==> src/rtl/sub_div_seq.sv <==
// 20-bit unsigned restoring divider: one subtraction per cycle, done 20 cycles after accept (next cycle for /0).
// start is ignored while busy; results are registered and held until the next done pulse.
module sub20 (
  input  logic [19:0] a,
  input  logic [19:0] diff,
  output logic [19:0] d,
  output logic        co
);
  logic [20:0] full;

  assign full = {1'b0, a} - {1'b0, diff};
  assign d    = full[19:0];
  assign co   = ~full[20];
endmodule

module sub_div_seq (
  input  logic        clk,
  input  logic        rst_n,
  input  logic        start,
  input  logic [19:0] dividend,
  input  logic [19:0] divisor,
  output logic        busy,
  output logic        done,
  output logic [19:0] quotient,
  output logic [19:0] remainder,
  output logic        div_by_zero
);
  localparam logic [1:0] ST_IDLE = 2'd0;
  localparam logic [1:0] ST_BUSY = 2'd1;
  localparam logic [1:0] ST_DONE = 2'd2;
  localparam logic [1:0] ST_DZ   = 2'd3;

  logic [1:0]  state;
  logic [19:0] rem_r;
  logic [19:0] q_sh;
  logic [19:0] dvs;
  logic [4:0]  cnt;

  logic [19:0] trial;
  logic [19:0] sub_d;
  logic        sub_co;
  logic        qbit;
  logic [19:0] rem_nxt;
  logic [19:0] q_nxt;

  assign trial = {rem_r[18:0], q_sh[19]};

  sub20 u_sub (
    .a    (trial),
    .diff (dvs),
    .d    (sub_d),
    .co   (sub_co)
  );

  // rem_r[19] set means the shifted remainder is >= 2^20, which always exceeds the divisor
  assign qbit    = rem_r[19] | sub_co;
  assign rem_nxt = qbit ? sub_d : trial;
  assign q_nxt   = {q_sh[18:0], qbit};

  assign busy = (state == ST_BUSY);
  assign done = (state == ST_DONE) || (state == ST_DZ);

  always_ff @(posedge clk or negedge rst_n) begin
    if (!rst_n) begin
      state       <= ST_IDLE;
      rem_r       <= '0;
      q_sh        <= '0;
      dvs         <= '0;
      cnt         <= '0;
      quotient    <= '0;
      remainder   <= '0;
      div_by_zero <= 1'b0;
    end else begin
      case (state)
        ST_BUSY: begin
          rem_r <= rem_nxt;
          q_sh  <= q_nxt;
          cnt   <= cnt + 5'd1;
          if (cnt == 5'd19) begin
            state       <= ST_DONE;
            quotient    <= q_nxt;
            remainder   <= rem_nxt;
            div_by_zero <= 1'b0;
          end
        end
        default: begin
          // IDLE, DONE and DZ all accept a new request
          if (start) begin
            dvs   <= divisor;
            rem_r <= '0;
            q_sh  <= dividend;
            cnt   <= '0;
            if (divisor == 20'd0) begin
              state       <= ST_DZ;
              quotient    <= 20'hFFFFF;
              remainder   <= dividend;
              div_by_zero <= 1'b1;
            end else begin
              state <= ST_BUSY;
            end
          end else begin
            state <= ST_IDLE;
          end
        end
      endcase
    end
  end
endmodule

==> config.mk <==
export PLATFORM = sky130hd
export DESIGN_NAME = sub_div_seq
export DESIGN_NICKNAME = d
export VERILOG_FILES = /design/src/rtl/sub_div_seq.sv
export SDC_FILE = /design/constraint.sdc
export NUM_CORES = 1
export LEC_CHECK = 0
export CAP_MARGIN = 0
export CORE_ASPECT_RATIO = 2
export CORE_MARGIN = 2
export CORE_UTILIZATION = 55
export CTS_BUF_LIST = sky130_fd_sc_hd__clkbuf_4 sky130_fd_sc_hd__clkbuf_8 sky130_fd_sc_hd__clkbuf_16
export DETAILED_ROUTE_END_ITERATION = 10
export HOLD_SLACK_MARGIN = 0.15
export PLACE_DENSITY = 0.79
export SLEW_MARGIN = 10
export SYNTH_ARGS = -nofsm -noshare
export SYNTH_HDL_FRONTEND = slang
export SYNTH_SLANG_ARGS = --single-unit
==> constraint.sdc <==
create_clock -name clk -period 4.15 [get_ports clk]
set_clock_uncertainty 0.2 [all_clocks]
set_input_delay 0.6225 -clock clk [delete_from_list [all_inputs] [get_ports clk]]
set_output_delay 0.6225 -clock clk [all_outputs]
set_load 0.05 [all_outputs]
# == After elaboration in Yosys (flattened, before gate mapping) ==
# Index checks and enable logic that the tools add are counted.
# totals
regBits,108
in_bits,43
out_inout_bits,43
word_cells,47
# classes
n_addsub,2
eq_ne,5
muxes,23
bitwise_logic,3
n_reduce_logical,6
# op_table
op,count
20-bit 2-to-1 mux,13
20-bit by 20-bit subtractor with 21-bit output,1
20-bit zero test,1
5-bit 2-to-1 mux,2
2-bit 2-to-1 mux,4
"5-bit by 1-bit adder with 5-bit output, second input constant",1
"5-bit equality test, second input constant",1
"2-bit equality test, second input constant",2
1-bit 2-to-1 mux,4
2-bit nonzero test,2
3-bit AND reduction,1
"2-bit by 1-bit equality test with 1-bit output, second input constant",1
"2-bit by 1-bit != test with 1-bit output, second input constant",1
1-bit NOT,2
2-bit AND reduction,1
1-bit logical OR,1
1-bit OR,1

# == Depth between registers and ports, before layout ==
# Gate-level depths: netlist of run 1.
# depth
word_depth,6
mapped_depth,12
mapped_depth_nobuf,10

# == By module ==
# A second synthesis of run 1 with hierarchy kept.
# unflattened
cells_unflattened,594
area_unflattened_um2,6017.0
# by_module_without_submodules
mod,instances,cells_per_inst,area_per_inst_um2,seq_area_each_um2
sub_div_seq,1,431,4882.2,2702.6
sub20,1,163,1134.8,0.0

# == Worst setup path after synthesis of run 1 ==
# No wires, ideal clock.
# synth_path
path_kind,reg2reg
from,reg q_sh[19]
to,reg rem_r[13]
setup_ns,0.069
arrival_time_ns,2.587
t_required_ns,3.881
slack_ns,1.294
path_stages_with_launch,12
path_buffers,1
period_less_slack_ns,2.856
cell_sequence,dfrtp_1 inv_1 ha_1 fa_1 nand2b_1 a211oi_2 o2111a_2 nor3_2 or2_1 buf_2 or4_1 nand3_1
# synth_via
elab_chain_len,5
# synth_rtl
element,line,source
"start, declared",35,logic [19:0] q_sh;
"start signal, assigned",77,q_sh <= q_nxt;
"start signal, assigned",91,q_sh <= dividend;
20-bit by 20-bit subtractor with 21-bit output (*),11,"assign full = {1'b0, a} - {1'b0, diff};"
1-bit NOT,13,assign co = ~full[20];
1-bit OR,56,assign qbit = rem_r[19] | sub_co;
20-bit 2-to-1 mux (*),57,assign rem_nxt = qbit ? sub_d : trial;
20-bit 2-to-1 mux (*),74,case (state)
"end signal, assigned",76,rem_r <= rem_nxt;
"end, declared",34,logic [19:0] rem_r;
# Mark *: on every way between the ends. The rest lies on a longest branch, timed or not.
# A chain may end at the register's enable or synchronous reset.

# == Final worst setup path of run 1 ==
# layout_path
from,reg q_sh[19]
to,reg rem_r[0]
# layout_via
elab_chain_len,5
# layout_rtl
element,line
20-bit by 20-bit subtractor with 21-bit output,11
1-bit NOT,13
1-bit OR,56
20-bit 2-to-1 mux (*),57
20-bit 2-to-1 mux (*),74
# Marked as above.

==> impl_metrics.env, run 1 <==
export IMPL_layout_drive_gt1_share_pct=8.19
export IMPL_cts_clk_slew_worst_paths_ns=0.08
export IMPL_firstDrtPassIters=5
export IMPL_syn_nets=690
export IMPL_vias_per_cell=6.04
export IMPL_postCtsHoldBufs=0
export IMPL_antenna_cells=0
export IMPL_setup_viol=0
export IMPL_crit_required_ns=4.21
export IMPL_synthTopCellsByArea="dfrtp_1 46%, mux2i_1 5.7%, o21ai_0 5.7%"
export IMPL_num_vias=5029
export IMPL_antenna_found_initial=0
export IMPL_io_pins=86
export IMPL_rows=53
export IMPL_die_area_sq_um=11500
export IMPL_synthTopCellsByCount="108 x dfrtp_1, 83 x nand2_1, 66 x o21ai_0"
export IMPL_worst_setup_path_start_kind="register"
export IMPL_crit_path_end_kind="register"
export IMPL_tns_ns=0
export IMPL_cp_arrival_ns=3.46
export IMPL_tightest_slew_ns=0.904
export IMPL_crit_fanout=16
export IMPL_die_h_um=150
export IMPL_layout_nets=756
export IMPL_fmax_mhz=295
export IMPL_outcome="complete, no violations"
export IMPL_drv_slew=0
export IMPL_fin_crit_ns=3.39
export IMPL_place_ws_ns=0.455
export IMPL_hold_viol=0
export IMPL_worstSetupPathType="register to register"
export IMPL_cts_buffers=9
export IMPL_ys_ff_latch=108
export IMPL_synthArstFlopShare_pct=100
export IMPL_postRouteAntennaNets=0
export IMPL_yosysTopAreaCell="dfrtp_1"
export IMPL_synth_distinct_cells=54
export IMPL_routed_wl_um=15200
export IMPL_htreeDepth=3
export IMPL_grt_max_degree=69
export IMPL_hpwl_um=11200
export IMPL_synth_most_common_cell="dfrtp_1"
export IMPL_drt_initial_drc_count=362
export IMPL_netlist_instances=625
export IMPL_synth_edff_count=0
export IMPL_route_detailed_drc=0
export IMPL_synthFlopType="dfrtp_1"
export IMPL_clockBufferDepth=2
export IMPL_wl_per_cell_um=18.3
export IMPL_yosysWarnings=0
export IMPL_yosysTopAreaCellShare_pct=46.2
export IMPL_max_slew_margin_rel_pct=39.4
export IMPL_hp_class="input pin to async pin"
export IMPL_area_growth_pct=21.3
export IMPL_cts_sinks=108
export IMPL_seq_area_frac_synth_pct=46.2
export IMPL_cts_root_buffer="clkbuf_16"
export IMPL_post_cts_resized=0
export IMPL_initial_core_util_pct=56.1
export IMPL_grt_ovfl_total=0
export IMPL_cts_tree="built"
export IMPL_post_cts_setup_buffers=0
export IMPL_die_x_um=76.9
export IMPL_port_buffers=85
export IMPL_netlist_area_sq_um=5850
export IMPL_worst_slack_ns=0.758
export IMPL_grt_pass1_vias=5118
export IMPL_core_sq_um=10400
export IMPL_syn_avg_cell_area_sq_um=9.35
export IMPL_grt_setup_unrepaired="false"
export IMPL_grt_pass1_wl_um=25400
export IMPL_fin_crit_sh_pct=81.7
export IMPL_place_congestion=0.891
export IMPL_clk_latency_ns=0.36
export IMPL_grt_use_total_pct=27.9
export IMPL_drv_cap=0
==> critical path: stages (launching register included) <==
cell      delay (ns)
dfrtp_1         0.41
inv_1           0.07
ha_1            0.18
fa_1            0.21
nand2b_1        0.15
a211oi_2        0.10
o2111a_2        0.30
nor3_2          0.75
or2_1           0.57
a21oi_1         0.17
o21ai_0         0.20
==> metrics by stage <==
step	hold slack [ns]	instance area, sq um	cells	util, %
5_1_grt	0.259	7090	833	68.1
2_1_floorplan	0.127	5850	625	-
6_report	0.183	7090	833	68.1
4_1_cts	0.218	7090	833	68.1
3_3_place_gp	0.263	6800	817	65.3
3_5_place_dp	0.285	6800	817	65.3
==> metal layers <==
| metal | up-vias | share of wire, % | wire, um | GRT usage (%) |
|---|---|---|---|---|
| met5 | - | 0 | 0 | 0 |
| met4 | 0 | 2.4 | 360 | 10.8 |
| met3 | 23 | 4.6 | 697 | 3.62 |
| met2 | 178 | 55 | 8310 | 51.8 |
| met1 | 2462 | 38 | 5850 | 32.2 |
| li1 | 2366 | - | - | - |
==> logic make-up after synthesis <==
logic type,count (synthesis),share of synthesized area (%)
XOR/XNOR,12,1.80
AO/OA/AOI/OAI,177,17.9
flip-flops,108,46.2
buffers and inverters,63,4.24
multiplexers,54,9.70
AND/OR/NAND/NOR,189,15.3
adder cells (fa/ha/maj),22,4.84
==> final timing paths <==
check,startpoint,to,slack (ns),cells after the start
max,q_sh[19],rem_r[0],0.76,10
min reg2reg,div_by_zero,div_by_zero,0.30,1
max reg2reg,q_sh[19],rem_r[0],0.76,10
min in group clk,div_by_zero,div_by_zero,0.30,1
max in group asynchronous,rst_n,q_sh[12],2.73,2
min,rst_n,q_sh[3],0.18,1
==> cell type report <==
cell class / instances / area (sq um)
sequential: 108 / 2700
multi-input combinational: 454 / 2910
clock inverter: 7 / 67.6
tap: 137 / 171
inverter: 24 / 90.1
fill: 858 / 3320
clock buffer: 9 / 225
timing repair buffer: 94 / 926
==> cells in the final DEF (no fill, tap or decap), types with 13 or more instances in the layout <==
| cell | count |
|---|---|
| inv_1 | 24 |
| nor2_1 | 29 |
| clkdlybuf4s50_1 | 83 |
| a31oi_1 | 13 |
| o21ai_0 | 66 |
| nand3_1 | 21 |
| ha_1 | 21 |
| dfrtp_1 | 108 |
| mux2_2 | 20 |
| a21oi_1 | 30 |
| o21ai_1 | 22 |
| mux2i_1 | 33 |
| nand2_1 | 83 |
| a22oi_1 | 14 |
==> registers in the layout, indices dropped and copies added (netlist names) <==
name and flops:
cnt 5, state 2, div_by_zero 1, q_sh 20, quotient 20, remainder 20, dvs 20, rem_r 20
Power of run 1 is left out: the tool's default activity adds up to more than one toggle a clock period on the data nets, which glitch-free logic cannot reach.
==> run 2: changes to the inputs <==
clock period = 3.3 ns   (was 4.15 ns; I/O delays follow)
==> run 2 against run 1 <==
Compared with the run above: count of clock-buffer cells in the layout unchanged; via count grew 2.1%; utilization grew 1.2 points; global-route usage up 0.52 points; cell area rose by 1.8%; first-iteration DRC count decreased by 14%; final cell count up 1.2%; non-clock buffer count rose by 10; register-to-register slack worse by 0.58 ns; die area stayed put; critical path type unchanged.
==> impl_metrics.env, run 2 (synthesis results as in run 1) <==
export IMPL_routed_wl_um=15600
export IMPL_finalInstanceArea_sq_um=7220
export IMPL_route_detailed_drc=0
export IMPL_regArea_sq_um=2700
export IMPL_worst_setup_path_start_kind="register"
export IMPL_post_cts_resized=0
export IMPL_grt_pass1_vias=5216
export IMPL_rrSetupSlack_ns=0.18
export IMPL_cts_buffers=9
export IMPL_setup_viol=0
export IMPL_die_x_um=76.9
export IMPL_die_h_um=150
export IMPL_max_slew_margin_rel_pct=53.2
export IMPL_fin_util_pct=69.4
export IMPL_crit_required_ns=3.39
export IMPL_hpwl_um=11700
export IMPL_r2r_cells=11
export IMPL_fin_crit_sh_pct=94.6
export IMPL_worstSetupPathType="register to register"
export IMPL_place_ws_ns=0.223
export IMPL_layout_drive_gt1_share_pct=9.35
export IMPL_port_buffers=85
export IMPL_grt_pass1_wl_um=25700
export IMPL_hold_viol=0
export IMPL_grt_ovfl_total=0
export IMPL_cp_arrival_ns=3.21
export IMPL_clk_latency_ns=0.36
export IMPL_fillers=831
export IMPL_io_pins=86
export IMPL_drv_cap=0
export IMPL_antenna_found_initial=0
export IMPL_r2r_start="q_sh[19]"
export IMPL_antenna_cells=0
export IMPL_placed_area_sq_um=6920
export IMPL_fmax_mhz=320
export IMPL_postRouteAntennaNets=0
export IMPL_crit_fanout=13
export IMPL_worst_slack_ns=0.177
export IMPL_cts_clk_slew_worst_paths_ns=0.08
export IMPL_drt_initial_drc_count=312
export IMPL_grt_max_degree=60
export IMPL_fin_crit_ns=3.12
export IMPL_drv_slew=0
export IMPL_initial_core_util_pct=56.1
export IMPL_rows=53
export IMPL_layout_commonest_cell="dfrtp_1"
export IMPL_area_growth_pct=23.5
export IMPL_crit_path_end_kind="register"
export IMPL_place_congestion=0.847
export IMPL_htreeDepth=3
export IMPL_tns_ns=0
export IMPL_worst_r2r_endpoint="rem_r[13]"
export IMPL_firstDrtPassIters=6
export IMPL_cts_root_buffer="clkbuf_16"
export IMPL_outcome="complete, no violations"
export IMPL_die_area_sq_um=11500
export IMPL_tightest_slew_ns=0.701
export IMPL_endpoint="rem_r[13]"
export IMPL_clockBufferDepth=2
export IMPL_num_vias=5135
export IMPL_grt_use_total_pct=28.4
export IMPL_wl_per_cell_um=18.5
export IMPL_layout_common_cells="108 x dfrtp_1, 83 x nand2_1, 83 x clkdlybuf4s50_1, 66 x o21ai_0, 33 x mux2i_1"
export IMPL_layout_nets=766
export IMPL_core_sq_um=10400
export IMPL_vias_per_cell=6.09
export IMPL_cts_sinks=108
export IMPL_cts_tree="built"
export IMPL_grt_setup_unrepaired="false"
export IMPL_multi_input_area_sq_um=2910
export IMPL_hp_class="register to register"
export IMPL_crit_path_start="q_sh[19]"
[run 2: changes by cell type in the layout (fill, tap and decap cells not counted)]
cell / change
clkinv_4: -1
dlygate4sd3_1: +1
buf_12: +4
clkinvlp_4: +1
inv_8: +1
inv_6: -1
buf_4: +5
[run 2: per-stage QoR]
step	hold slack, ns	instances
final	0.296	843
after global routing	0.318	843
after CTS	0.296	843
after detailed placement	0.279	826
after global placement	0.264	826
after floorplan	-0.000591	625
[run 2: final cells by class]
cell class	instances	area share [%]
clock buffers	9	3.12
clock inverters	7	0.953
inverters	24	1.25
multi-input cells	454	40.3
flip-flops and latches	108	37.4
well taps	137	2.37
repair buffers	104	14.6
[run 2: worst max-delay path: stages, from the launching register on]
cell and delay (ns):
dfrtp_1 0.38, inv_1 0.05, ha_1 0.22, fa_1 0.39, nand2b_1 0.19, a211oi_2 0.25, o2111a_2 0.26, nor3_2 0.08
or2_1 0.31, buf_12 0.17, or4_1 0.46, nand3_1 0.09
[run 2: worst min-delay path by stage]
stage,slack (ns),cells after the start,from,end
after floorplan,-0.0006,0,rst_n,cnt[0]
after global placement,0.26,1,div_by_zero,div_by_zero
after detailed placement,0.28,1,div_by_zero,div_by_zero
after CTS,0.30,1,div_by_zero,div_by_zero
after global routing,0.32,1,dvs[11],dvs[11]
final,0.30,1,div_by_zero,div_by_zero
[run 2: per-layer routing]
metal,wire (um),vias up,global-route usage (%)
met5,0,-,0
met4,508,0,13.6
met3,713,37,3.38
met2,8560,189,52.2
met1,5800,2517,32.3
li1,-,2392,-
[run 2: what timing repair did]
item,CTS,global route
endpoints found under the hold margin,49,0
setup endpoints to repair,0,0
buffers inserted,0,0
hold buffers,1,0
Power of run 2 is left out for the same reason.
